`config.mk`:
```
export PLATFORM = sky130hd
export DESIGN_NAME = wb_master
export DESIGN_NICKNAME = d
export VERILOG_FILES = /design/src/rtl/wb_pkg.sv /design/src/rtl/wb_master.sv
export SDC_FILE = /design/constraint.sdc
export NUM_CORES = 1
export LEC_CHECK = 0
export CAP_MARGIN = 5
export CORE_UTILIZATION = 51
export CTS_CLUSTER_DIAMETER = 200
export DETAILED_ROUTE_END_ITERATION = 8
export DONT_BUFFER_PORTS = 1
export GPL_TIMING_DRIVEN = 0
export HOLD_SLACK_MARGIN = 0.06
export PLACE_DENSITY = 0.73
export SETUP_SLACK_MARGIN = 0.1
export SLEW_MARGIN = 20
export SYNTH_ARGS = -nofsm -noshare
export SYNTH_HDL_FRONTEND = slang
export SYNTH_SLANG_ARGS = --single-unit
```
`constraint.sdc`:
```
create_clock -name clk_i -period 2.5 [get_ports clk_i]
set_input_delay 0.375 -clock clk_i [delete_from_list [all_inputs] [get_ports clk_i]]
set_output_delay 0.375 -clock clk_i [all_outputs]
set_load 0.05 [all_outputs]
```
`src/rtl/wb_pkg.sv`:
```
// Shared bus definitions: initiator state encoding and default bus dimensions.
package wb_pkg;

    typedef enum logic [1:0] {
        ST_IDLE = 2'd0,
        ST_BUS  = 2'd1,
        ST_TURN = 2'd2
    } wb_state_e;

    localparam int WB_DATA_WIDTH_DEF = 8;
    localparam int WB_ADDR_WIDTH_DEF = 16;
    localparam int WB_TIMEOUT_DEF    = 16;

endpackage

```
`src/rtl/wb_master.sv`:
```
// Single-outstanding Wishbone classic initiator bridging a host req/resp
// handshake onto strobe/ack cycles, with a bounded ack timeout.
//
// state | meaning
// IDLE  | ready for a host request, bus quiet
// BUS   | strobe asserted, waiting for ack or timeout
// TURN  | one dead cycle that swallows a slave's lingering registered ack
module wb_master
    import wb_pkg::*;
#(
    parameter int WB_DATA_WIDTH = WB_DATA_WIDTH_DEF,
    parameter int WB_ADDR_WIDTH = WB_ADDR_WIDTH_DEF,
    parameter int TIMEOUT       = WB_TIMEOUT_DEF
) (
    input  logic                     clk_i,
    input  logic                     rst_n_i,
    input  logic                     req_i,
    input  logic                     req_we_i,
    input  logic [WB_ADDR_WIDTH-1:0] req_adr_i,
    input  logic [WB_DATA_WIDTH-1:0] req_dat_i,
    output logic                     ready_o,
    output logic                     resp_valid_o,
    output logic [WB_DATA_WIDTH-1:0] resp_dat_o,
    output logic                     resp_err_o,
    output logic                     stb_o,
    output logic                     we_o,
    output logic [WB_ADDR_WIDTH-1:0] adr_o,
    output logic [WB_DATA_WIDTH-1:0] dat_o,
    input  logic [WB_DATA_WIDTH-1:0] dat_i,
    input  logic                     ack_i
);

    localparam int CW = $clog2(TIMEOUT + 1);
    localparam logic [CW-1:0] CNT_MAX  = CW'(TIMEOUT);
    localparam logic [CW-1:0] CNT_LAST = CW'(TIMEOUT - 1);

    wb_state_e                state_q, state_d;
    logic [CW-1:0]            cnt_q, cnt_d;
    logic                     stb_q, stb_d;
    logic                     we_q, we_d;
    logic [WB_ADDR_WIDTH-1:0] adr_q, adr_d;
    logic [WB_DATA_WIDTH-1:0] dat_q, dat_d;
    logic                     resp_valid_q, resp_valid_d;
    logic                     resp_err_q, resp_err_d;
    logic [WB_DATA_WIDTH-1:0] resp_dat_q, resp_dat_d;

    always_ff @(posedge clk_i or negedge rst_n_i) begin
        if (!rst_n_i) begin
            state_q      <= ST_IDLE;
            cnt_q        <= '0;
            stb_q        <= 1'b0;
            we_q         <= 1'b0;
            adr_q        <= '0;
            dat_q        <= '0;
            resp_valid_q <= 1'b0;
            resp_err_q   <= 1'b0;
            resp_dat_q   <= '0;
        end else begin
            state_q      <= state_d;
            cnt_q        <= cnt_d;
            stb_q        <= stb_d;
            we_q         <= we_d;
            adr_q        <= adr_d;
            dat_q        <= dat_d;
            resp_valid_q <= resp_valid_d;
            resp_err_q   <= resp_err_d;
            resp_dat_q   <= resp_dat_d;
        end
    end

    always_comb begin
        state_d      = state_q;
        cnt_d        = cnt_q;
        stb_d        = stb_q;
        we_d         = we_q;
        adr_d        = adr_q;
        dat_d        = dat_q;
        resp_valid_d = 1'b0;
        resp_err_d   = resp_err_q;
        resp_dat_d   = resp_dat_q;

        unique case (state_q)
            ST_IDLE: begin
                if (req_i) begin
                    we_d    = req_we_i;
                    adr_d   = req_adr_i;
                    dat_d   = req_dat_i;
                    cnt_d   = '0;
                    stb_d   = 1'b1;
                    state_d = ST_BUS;
                end
            end
            ST_BUS: begin
                if (cnt_q != CNT_MAX) cnt_d = cnt_q + CW'(1);
                // ack is checked first so it wins over a coincident timeout
                if (ack_i) begin
                    stb_d        = 1'b0;
                    resp_valid_d = 1'b1;
                    resp_err_d   = 1'b0;
                    resp_dat_d   = we_q ? '0 : dat_i;
                    state_d      = ST_TURN;
                end else if (cnt_q >= CNT_LAST) begin
                    stb_d        = 1'b0;
                    resp_valid_d = 1'b1;
                    resp_err_d   = 1'b1;
                    resp_dat_d   = '0;
                    state_d      = ST_TURN;
                end
            end
            ST_TURN: state_d = ST_IDLE;
            default: begin
                stb_d   = 1'b0;
                state_d = ST_IDLE;
            end
        endcase
    end

    assign ready_o      = (state_q == ST_IDLE);
    assign resp_valid_o = resp_valid_q;
    assign resp_err_o   = resp_err_q;
    assign resp_dat_o   = resp_dat_q;
    assign stb_o        = stb_q;
    assign we_o         = we_q;
    assign adr_o        = adr_q;
    assign dat_o        = dat_q;

endmodule

```
### Word-level counts from Yosys, hierarchy flattened

Cells that the tools add are included.

* $add $sub $neg: 1
* eq/ne operators: 6
* multiplexer cells: 19
* reduce and logical (&&, ||, !) cells: 8
* bitwise gates (word level): 1
* order comparisons: 1

Operators with widths (count)
* 2-to-1 mux 8 bit: 3
* 2-to-1 mux 5 bit: 2
* one-hot mux 5 bit (2 select lines): 1
* 2-to-1 mux 1 bit: 8
* 2-to-1 mux 2 bit: 3
* AND reduction 2 bit: 3
* AND reduction 3 bit: 2
* adder 5 x 1 -> 5 bit (second input constant): 1
* greater-or-equal comparator 5 x 4 -> 1 bit (second input constant): 1
* inequality test 5 bit (second input constant): 1
* inequality test 2 bit (second input constant): 2
* one-hot mux 2 bit (2 select lines): 1
* nonzero test 2 bit: 2
* inequality test 3 bit (second input constant): 1
* one-hot mux 1 bit (3 select lines): 1
* equality test 2 x 1 -> 1 bit (second input constant): 1
* equality test 2 bit (second input constant): 1
* zero test 2 bit: 1
* inverter 1 bit: 1

* register bits: 43
* output and inout bits: 37
* input bits: 37

### Logic depth before layout (Yosys ltp)

* depth after elaboration: 4
* mapped depth: 7
* gate-level depth less buffers: 6

### Worst setup path before layout

OpenSTA, ideal clock, no wires.

* kind: register -> register
* start: reg state_q[0]
* end: reg adr_q[0], in the netlist adr_o[0]
* required time: 2.375 ns
* stages on the path, launching flop included: 7
* path slack: 0.621 ns
* arrival time: 1.754 ns
* setup time: 0.125 ns
* period minus slack after synthesis: 1.879 ns
* path through: dfrtp_1 > buf_6 > nor2_2 > and2_4 > buf_6 > buf_12 > mux2_4

* longest elaborated chain between the ends: 2

Ends and longest elaborated chain
* start: declaration: line wb_master.sv:37 `wb_state_e state_q, state_d;`
* start signal: assignment: line wb_master.sv:59 `state_q <= state_d;`
* zero test 2 bit
* net ready_o: line wb_master.sv:21 `output logic ready_o,`
* AND reduction 2 bit (no line)
* end signal: assignment: line wb_master.sv:63 `adr_q <= adr_d;`
* end: declaration: line wb_master.sv:41 `logic [WB_ADDR_WIDTH-1:0] adr_q, adr_d;`

The timed path passes the listed nets, and every way through them passes these cells.
A chain may end at the register's enable or synchronous reset.

### Final worst setup path

* start: reg state_q[0]
* end: reg adr_q[3], in the netlist adr_o[3]

The elaborated chain is that of the path after synthesis.

==> flow_metrics.tcl <==
set metrics [dict create \
    ys.warnings.count 0 \
    finalWirelength_mm 3.268 \
    dieHeight_um 62.58 \
    hold-worst-slack_ns 0.1464 \
    die_area_um2 3916 \
    synth_seq_cells 43 \
    clock_path_buffers 2 \
    fin_ws_ns 0.5157 \
    report.final.setup_viol 0 \
    rsz0062_at_grt "false" \
    grt_pass1_wl_mm 5.464 \
    cts-resized-gates 0 \
    cts_tree "done" \
    yosysUniqueCellTypes 30 \
    clock_skew_ns 0.01166 \
    critPathCapture "adr_o[3]" \
    io-pin-count 74 \
    hp-class "input pin to flop" \
    ys_seq_area_share_pct 57.49 \
    reg2reg_from "state_q[0]" \
    detail_route.vias_per_cell 5.742 \
    avgSynthCellArea_um2 14.40 \
    vias 1068 \
    r2r_setup_slack_ns 0.52 \
    fmax_ghz 0.5040 \
    postRouteAntennaNets 0 \
    chipWidth_um 62.58 \
    core_area_um2 3416 \
    hold_buffers 2 \
    slew_viol_final 0 \
    nFillCells 279 \
    syn_inst 130 \
    grt_pass1_vias 1121 \
    multiInputGateArea_um2 693.2 \
    period_share_pct 79.37 \
    synth_top_area_share_pct 57.49 \
    cp.arrival_ns 2.23 \
    reg2regPathDepth 6 \
    critPathCaptureType "flop" \
    cts-root-buf "clkbuf_4" \
    insertedDiodeCount 0 \
    nNetsFinal 179 \
    first_pass_iters 4 \
    syn-num-nets 170 \
    wire_per_inst_um 17.57 \
    port_buffers 0 \
    regToRegEndpoint "adr_o[3]" \
    grt_max_degree 44 \
    place_ws_ns 0.5142 \
    hold_viol_final 0 \
    crit_chain "buf_6 > nor2_2 > and2_4 > buf_6 > buf_12 > mux2_4" \
    rows 21 \
    antenna_found_initial 0 \
    crit_top_cell "buf_6" \
    globalRoute.totalOverflow 0 \
    fin_setup_tns_ns 0 \
    drive_above_1_share_pct 31.43 \
    synth_top_area_cell "dfrtp_1" \
    status "finished clean" \
    timing_worst_setup_path_type "flop to flop" \
    ys_top_cells_by_area "dfrtp_1, mux2_4, a22o_1, mux2_2, buf_12" \
    track_usage_pct 18.30 \
    drc 0 \
    critPathMaxFanout 10 \
    htreeDepth 2 \
    worst_pin_slew_ns 0.5941 \
    relSlewSlack_pct 60.35 \
    synthToLayoutAreaGrowth_pct 9.024 \
    setup.worst_path.start "state_q[0]" \
    cts.sinks 43 \
    drt_iter0_drc 34 \
    start_util_pct 54.80 \
    cp_data_required_time_ns 2.75 \
    seq_area_um2 1076 \
    hpwl_mm 2.338 \
    clkLatencyLatePin_ns 0.36 \
    maxCapViolations 0 \
    clk_pin_slew_ns 0.12 \
    synth_area_um2 1872 \
    crit_path_top_delay_cell "nor2_2" \
    post_cts_buffers 0 \
    crit_path_start_kind "flop" \
    numCtsBuffers 5 \
    fin_crit_ns 1.984 \
    cpPeakStageDelay_ns 0.48 \
    gp_congestion 0.7417 \
]
==> synth_stat cells, drive strengths merged <==
| cell type | count |
|---|---|
| a21o | 1 |
| a21oi | 2 |
| a22o | 8 |
| and2 | 1 |
| and3 | 1 |
| and4bb | 1 |
| buf | 6 |
| dfrtp | 43 |
| ha | 3 |
| inv | 8 |
| mux2 | 25 |
| nand2 | 8 |
| nand2b | 1 |
| nand3 | 5 |
| nand4 | 1 |
| nand4b | 1 |
| nor2 | 3 |
| nor2b | 1 |
| nor3 | 1 |
| nor3b | 1 |
| o21ai | 2 |
| o21bai | 2 |
| o22a | 1 |
| o311ai | 2 |
| o32ai | 1 |
| or4 | 1 |
==> cell families (layout without fill, tap and decap cells) <==
group                      count (synthesis)  count (layout)  synth area share, %
muxes                                     25              25                18.85
AOI/OAI and AO/OA                         19              19                7.888
buffers and inverters                     14              24                5.481
and+or+nand+nor                           26              26                8.290
DFF                                       43              43                57.49
adders and majority gates                  3               3                2.006
==> per-layer routing <==
layer | vias up | global-route usage, % | routed length [µm]
met5 | - | 0 | 0
met2 | 67 | 28.80 | 1611
met1 | 520 | 21.12 | 1251
met4 | 0 | 8.721 | 43
met3 | 4 | 8.394 | 362
li1 | 477 | - | -
==> sequential cells by signal (all words and copies together), names as in the netlist <==
register / count
adr_o: 16
resp_err_o: 1
state_q: 2
resp_dat_o: 8
stb_o: 1
resp_valid_o: 1
cnt_q: 5
we_o: 1
dat_o: 8
==> metrics by stage <==
step / area (µm²) / instances / utilization (%)
2_1_floorplan: 1872 / 130 / -
3_3_place_gp: 1929 / 176 / 56.48
3_5_place_dp: 1929 / 176 / 56.48
4_1_cts: 2041 / 186 / 59.74
5_1_grt: 2041 / 186 / 59.74
6_report: 2041 / 186 / 59.74
==> cells in the final DEF, fill, tap and decap left out, drive strengths merged <==
| cell | n |
|---|---|
| dfrtp | 43 |
| mux2 | 25 |
| inv | 8 |
| a22o | 8 |
| nand2 | 8 |
| buf | 7 |
| nand3 | 5 |
| clkbuf | 5 |
| ha | 3 |
| nor2 | 3 |
| a21oi | 2 |
| o21bai | 2 |
| o311ai | 2 |
| o21ai | 2 |
| clkinv | 2 |
| and3 | 1 |
| nand4 | 1 |
| nor3 | 1 |
| nand2b | 1 |
| a21o | 1 |
| and2 | 1 |
| o22a | 1 |
| nor3b | 1 |
| and4bb | 1 |
| or4 | 1 |
| nor2b | 1 |
| nand4b | 1 |
| o32ai | 1 |
| bufinv | 1 |
| dlygate4sd3 | 1 |
==> cell type report <==
type,instances,share of cell area [%]
Clock buffer,5,1.839
Tap cell,46,2.820
Timing Repair Buffer,2,1.471
Sequential cell,43,52.73
Clock inverter,3,2.146
Inverter,8,1.471
Buffer,6,3.556
Multi-Input combinational cell,73,33.97
==> worst max-delay path, delay by kind of cell (launching register included) <==
| family | cells | cell delay (ns) |
|---|---|---|
| multiplexers | 1 | 0.31 |
| AND/OR/NAND/NOR | 2 | 0.72 |
| flip-flops | 1 | 0.41 |
| buffers and inverters | 3 | 0.44 |
==> worst min-delay path by stage <==
stage	start	to	slack [ns]	depth (start not counted)
after CTS	dat_i[1]	resp_dat_o[1]	0.13	1
after global routing	dat_i[3]	resp_dat_o[3]	0.13	1
after floorplan	rst_n_i	adr_o[0]	0.08	0
final	dat_i[1]	resp_dat_o[1]	0.15	1
after global placement	rst_n_i	cnt_q[2]	0.08	0
after detailed placement	rst_n_i	adr_o[0]	0.08	0
Power is left out: the tool's default activity adds up to more than one toggle a clock period on the data nets, which glitch-free logic cannot reach.
